## src/rtl/clk_pkg.sv

```systemverilog
// Shared constants, state encoding and hour folding for clk_timekeeper.
// Used by every file of the block via import clk_pkg::*.
package clk_pkg;

   localparam logic [5:0] TICKS_PER_REV = 6'd60;
   localparam logic [5:0] SEC_MAX       = 6'd59;
   localparam logic [5:0] MIN_MAX       = 6'd59;
   localparam logic [3:0] HR12_MAX      = 4'd11;
   localparam logic [4:0] HR24_MAX      = 5'd23;

   typedef enum logic {
      UNSYNCED,
      RUNNING
   } tk_state_t;

   function automatic logic [3:0] to_hr12(input logic [4:0] h);
      return (h > 5'(HR12_MAX)) ? 4'(h - 5'd12) : h[3:0];
   endfunction

endpackage

```

## src/rtl/sec_prescaler.sv

```systemverilog
// Divides clk down to one wrap strobe per CLK_HZ enabled cycles.
// clr restarts the count so a fresh second begins on the next cycle.
module sec_prescaler
   import clk_pkg::*;
#(
   parameter int CLK_HZ = 40000000
) (
   input  logic clk,
   input  logic reset,
   input  logic en,
   input  logic clr,
   output logic wrap
);

   localparam int CNT_W = (CLK_HZ > 1) ? $clog2(CLK_HZ) : 1;
   localparam logic [CNT_W-1:0] CNT_MAX = CNT_W'(CLK_HZ - 1);

   logic [CNT_W-1:0] r_cnt;

   assign wrap = en && (r_cnt == CNT_MAX);

   always_ff @(posedge clk) begin
      if (reset || clr) begin
         r_cnt <= '0;
      end else if (en) begin
         r_cnt <= wrap ? '0 : r_cnt + CNT_W'(1);
      end
   end

endmodule

```

## src/rtl/clk_timekeeper.sv

```systemverilog
// Analogue-dial timekeeper: loads a 24h frame, runs a 12h clock.
// Define CLK_TIMEKEEPER_SMOOTH_HOUR_EN to let the hour hand creep with minutes.
module clk_timekeeper
   import clk_pkg::*;
#(
   parameter int CLK_HZ = 40000000,
   parameter int SYNC_W = 16
) (
   input  logic              clk,
   input  logic              reset,
   input  logic              load_valid,
   input  logic [4:0]        hour_in,
   input  logic [5:0]        minute_in,
   input  logic [5:0]        second_in,
   output logic [5:0]        second,
   output logic [5:0]        minute,
   output logic [5:0]        hour,
   output logic              sec_pulse,
   output logic              synced,
   output logic              load_err,
   output logic [SYNC_W-1:0] synccounter
);

   tk_state_t r_state;
   tk_state_t w_state_nxt;

   logic [3:0]        r_hr;
   logic [5:0]        r_min;
   logic [5:0]        r_sec;
   logic [SYNC_W-1:0] r_sync_cnt;
   logic              r_sec_pulse;
   logic              r_load_err;

   logic       w_fits;
   logic       w_accept;
   logic       w_reject;
   logic       w_wrap;
   logic       w_tick;
   logic [5:0] w_hour_pos;

   assign w_fits = (hour_in <= HR24_MAX)
                && (minute_in < TICKS_PER_REV)
                && (second_in <= SEC_MAX);
   assign w_accept = load_valid && w_fits;
   assign w_reject = load_valid && !w_fits;
   // A load on the wrap cycle restarts the second instead of counting it.
   assign w_tick   = w_wrap && !w_accept;

   sec_prescaler #(
      .CLK_HZ (CLK_HZ)
   ) u_presc (
      .clk   (clk),
      .reset (reset),
      .en    (r_state == RUNNING),
      .clr   (w_accept),
      .wrap  (w_wrap)
   );

   always_ff @(posedge clk) begin
      if (reset) begin
         r_state <= UNSYNCED;
      end else begin
         r_state <= w_state_nxt;
      end
   end

   always_comb begin
      w_state_nxt = r_state;
      if (w_accept) begin
         w_state_nxt = RUNNING;
      end
   end

   always_ff @(posedge clk) begin
      if (reset) begin
         r_hr        <= '0;
         r_min       <= '0;
         r_sec       <= '0;
         r_sync_cnt  <= '0;
         r_sec_pulse <= 1'b0;
         r_load_err  <= 1'b0;
      end else begin
         r_sec_pulse <= w_tick;
         r_load_err  <= w_reject;
         if (w_accept) begin
            r_hr       <= to_hr12(hour_in);
            r_min      <= minute_in;
            r_sec      <= second_in;
            r_sync_cnt <= '0;
         end else if (w_tick) begin
            if (r_sync_cnt != {SYNC_W{1'b1}}) begin
               r_sync_cnt <= r_sync_cnt + SYNC_W'(1);
            end
            if (r_sec == SEC_MAX) begin
               r_sec <= '0;
               if (r_min == MIN_MAX) begin
                  r_min <= '0;
                  r_hr  <= (r_hr == HR12_MAX) ? 4'd0 : r_hr + 4'd1;
               end else begin
                  r_min <= r_min + 6'd1;
               end
            end else begin
               r_sec <= r_sec + 6'd1;
            end
         end
      end
   end

`ifdef CLK_TIMEKEEPER_SMOOTH_HOUR_EN
   assign w_hour_pos = ({2'b00, r_hr} * 6'd5) + (r_min / 6'd12);
`else
   assign w_hour_pos = {2'b00, r_hr} * 6'd5;
`endif

   assign second      = r_sec;
   assign minute      = r_min;
   assign hour        = w_hour_pos;
   assign sec_pulse   = r_sec_pulse;
   assign synced      = (r_state == RUNNING);
   assign load_err    = r_load_err;
   assign synccounter = r_sync_cnt;

endmodule

```

## config.mk

```make
export PLATFORM = sky130hd
export DESIGN_NAME = clk_timekeeper
export DESIGN_NICKNAME = d
export VERILOG_FILES = /design/src/rtl/clk_pkg.sv /design/src/rtl/sec_prescaler.sv /design/src/rtl/clk_timekeeper.sv
export SDC_FILE = /design/constraint.sdc
export NUM_CORES = 1
export LEC_CHECK = 0
export ABC_AREA = 1
export ABC_CLOCK_PERIOD_IN_PS = 5600
export BUFFER_PORTS_ARGS = -buffer_cell sky130_fd_sc_hd__buf_2
export CAP_MARGIN = 0
export CORE_MARGIN = 1
export CORE_UTILIZATION = 40
export CTS_CLUSTER_DIAMETER = 120
export DETAILED_ROUTE_END_ITERATION = 6
export HOLD_SLACK_MARGIN = 0.05
export SLEW_MARGIN = 5
export SYNTH_ARGS = -nofsm -noshare
export SYNTH_HDL_FRONTEND = slang
export SYNTH_SLANG_ARGS = --single-unit
```

## constraint.sdc

```tcl
create_clock -name clk -period 5.6 [get_ports clk]
set_clock_uncertainty 0.2 [all_clocks]
set_input_delay 1.12 -clock clk [delete_from_list [all_inputs] [get_ports clk]]
set_output_delay 1.12 -clock clk [all_outputs]
set_load 0.03 [all_outputs]
```

==> metrics.md <==
| Metric | Value |
|---|---|
| CP Buf/Inv Count | 1 |
| Post-synth top area share | 0.308 |
| Final setup fails | 0 |
| DRT antenna net count | 0 |
| Final core utilization | 0.480 |
| Cts-stage hold buffer count | 0 |
| Share of cells above drive strength 1 | 0.147 |
| Die Span Y | between 100 and 150 µm |
| Vias in the first global route | between 3000 and 4000 |
| TritonCTS clock tree | built |
| Drt initial violations | approximately 170 |
| Die Width | between 100 and 150 µm |
| Most common cell in the netlist | nand2_1 |
| Num ports | 57 |
| FF+latch count, synth | between 60 and 70 |
| R2R depth | 10 |
| Top cells by area, synth | dfxtp_1 31%, nand2_1 17%, nor2_1 8.3%, inv_1 5.6%, nand3_1 5.3% |
| Later-pin clock latency in the skew report | between 300 and 400 ps |
| Max H-tree Level | 3 |
| Fin crit period | 3320 ps |
| Initial antenna violation count | 0 |
| DR vias | just under 4000 |
| VDD IR max | 0.000135 V |
| Worst r2r src | u_presc.r_cnt[0]$_SDFFE_PP0P_ |
| Clock Sinks | between 60 and 70 |
| CP max stage cell | dfxtp_1 |
| CP Depth | 5 |
| Die footprint | ~0.010 mm² |
| Ant diodes | 0 |
| Final Non-Filler Cells | between 700 and 800 |
| Pin count of the biggest net entering global routing | 36 |
| Metal-1 WL | about 4.6 mm |
| Setup CP Type | flip-flop to output pin |
| Syn_nets | 642 |
| Overflow left after global routing | 0 |
| Cells after Synth | ~600 |
| Number of gates resized after CTS | 0 |
| Post-route setup TNS | 0 ps |
| Max-Cap Viols | 0 |
| Number of I/O port buffers | 56 |
| WL final | a little under 10 mm |
| RSZ-0062 raised after global routing | false |
| Setup WS post-layout | between 2000 and 2500 ps |
| Synth cell count leaders | 180 x nand2_1, 88 x nor2_1, 61 x dfxtp_1 |
| Worst Hold Class | flip-flop to flip-flop |
| Std-Cell Rows | 35 |
| Cts bufs inserted | 9 |
| Drt wl/cell | between 10 and 15 µm |
| Pwr dens | ~230 mW/mm² |
| Met2 WL post-DR | around 4.6 mm |
| Routability cong. | 0.881 |
| Most frequent CP cell | ha_1 |
| Critical R2R Capture | r_hr[1]$_SDFFE_PP0P_ |
| Worst slew pin tran | between 700 and 800 ps |
| Slew Viols, Final | 0 |
| Final Hold Fails | 0 |
| LEAKAGE | roughly 2 nW |
| Worst setup endpoint | hour[5] |
| CTS root buffer | clkbuf_8 |
| DP Wirelength | roughly 7.3 mm |
| Main synth FF type | dfxtp_1 |
| Crit-path cells | ha_1 > ha_1 > fa_1 > xor2_1 > buf_2 |
| CP top delay family | adder cells |
| Starting Density | 0.421 |
| Setup repair bufs after CTS | 0 |
| Avg Inst Size Synth | between 6 and 7 µm² |
| Register area share after synthesis | 0.308 |
| Crit share post-route | 0.593 |
| First-pass GRT wire length | roughly 17 mm |
| Async S/R FF share, synth | 0 |
| Worst slew margin | 0.486 |
| CP arrival | roughly 2000 ps |
| Startpoint Class | flip-flop |
| Max Used Layer | met4 |
| Nets | ~700 |
| Max incr delay on CP | ~430 ps |
| Ys Warns | 0 |
| Setup slack at placement | roughly 2000 ps |
| Reg2Reg Setup Slack | ~3400 ps |
| Mapped cell area | just under 0.004 mm² |
| Core ar. | roughly 0.0094 mm² |
| Worst-path maximum fanout | 5 |
| Worst setup path start | r_hr[1]$_SDFFE_PP0P_ |
| TritonRoute pass-1 iters | 4 |
| Largest area contributor in the netlist | dfxtp_1 |
| Metal3 WL | roughly 450 µm |
| Area growth, synth to finish | 14.1% |
| Dpl cells | about 780 |
| Critical Path End Type | output pin |
| Status | finished clean |
| Largest buffer count on any clock path | 2 |
| Max Clk Rate | around 300 MHz |
| Netlist cell types | 35 |
| Total GRT Usage | 0.203 |
| Clock-pin slew on the worst setup and hold paths | 70 ps |
| Post-synth EDFFs | 0 |
| DRC | 0 |
| Vias per Instance | between 5 and 6 |
| Critical Path RT | approximately 4300 ps |
final cells by class:
cell class                      count  area [µm²]
Inverter                           63         236
Clock buffer                       12         145
Clock inverter                      4        95.1
Fill cell                         967        4890
Multi-Input combinational cell    468        2380
Sequential cell                    61        1220
Timing Repair Buffer               57         288
Tap cell                          129         161
state kept, by name, indices dropped and copies added, names as in the netlist:
name	cells
synccounter	16
sec_pulse	1
second	6
r_hr	4
load_err	1
minute	6
synced	1
u_presc.r_cnt	26
layer usage:
metal / track usage / vias to the layer above
met5: 0 / -
met4: 0.0713 / 0
met3: 0.0552 / 16
met2: 0.325 / 90
met1: 0.261 / 1814
li1: - / 2053
tightest hold or removal path, stage by stage, from the launching register on:
cell and delay [ps]:
dfxtp_1 320, nand2_1 60, a21oi_1 50
report_power, final:
group,total [W],switching (W),internal (W),leakage [nW]
registers,0.000454,0.0000116,0.000442,0.493
logic,0.000110,0.0000774,0.0000323,1.33
clock network,0.000478,0.000171,0.000308,0.121
worst min-delay path by stage:
stage	endpoint	slack, ps	start	depth (start not counted)
2_1_floorplan	u_presc.r_cnt[1]$_SDFFE_PP0P_	260	u_presc.r_cnt[1]$_SDFFE_PP0P_	2
3_3_place_gp	u_presc.r_cnt[1]$_SDFFE_PP0P_	270	u_presc.r_cnt[1]$_SDFFE_PP0P_	2
3_5_place_dp	u_presc.r_cnt[1]$_SDFFE_PP0P_	280	u_presc.r_cnt[1]$_SDFFE_PP0P_	2
4_1_cts	u_presc.r_cnt[1]$_SDFFE_PP0P_	290	u_presc.r_cnt[1]$_SDFFE_PP0P_	2
5_1_grt	u_presc.r_cnt[1]$_SDFFE_PP0P_	310	u_presc.r_cnt[1]$_SDFFE_PP0P_	2
6_report	u_presc.r_cnt[1]$_SDFFE_PP0P_	290	u_presc.r_cnt[1]$_SDFFE_PP0P_	2
through the flow:
step	area (µm²)	hold WS, ps	power [W]
after floorplan	3960	262	0.000544
after global placement	4280	270	0.000571
after detailed placement	4280	278	0.000573
after CTS	4520	289	0.00105
after global routing	4520	308	0.00108
final	4520	286	0.00104
kinds of logic (layout without fill, tap and decap cells):
logic type,after synthesis,count (layout),share of synthesized area
AND/OR/NAND/NOR,378,378,0.430
adder cells (fa/ha/maj),11,11,0.0366
AO/OA/AOI/OAI,48,48,0.0644
buffers and inverters,82,136,0.0925
XOR/XNOR,31,31,0.0685
flip-flops,61,61,0.308
cells in the final DEF (no fill, tap or decap), drive strengths merged, types with 2 or more instances in the layout:
| master | Yosys | routed |
|---|---|---|
| a21oi | 29 | 29 |
| buf | 17 | 57 |
| bufinv | 0 | 3 |
| clkbuf | 2 | 12 |
| clkinv | 1 | 2 |
| dfxtp | 61 | 61 |
| ha | 10 | 10 |
| inv | 62 | 62 |
| nand2 | 185 | 185 |
| nand3 | 45 | 45 |
| nand3b | 2 | 2 |
| nand4 | 28 | 28 |
| nor2 | 99 | 99 |
| nor3 | 16 | 16 |
| nor4 | 2 | 2 |
| o211ai | 2 | 2 |
| o21ai | 14 | 14 |
| xnor2 | 9 | 9 |
| xor2 | 22 | 22 |
No activity file was read; power rests on OpenSTA's default activity.
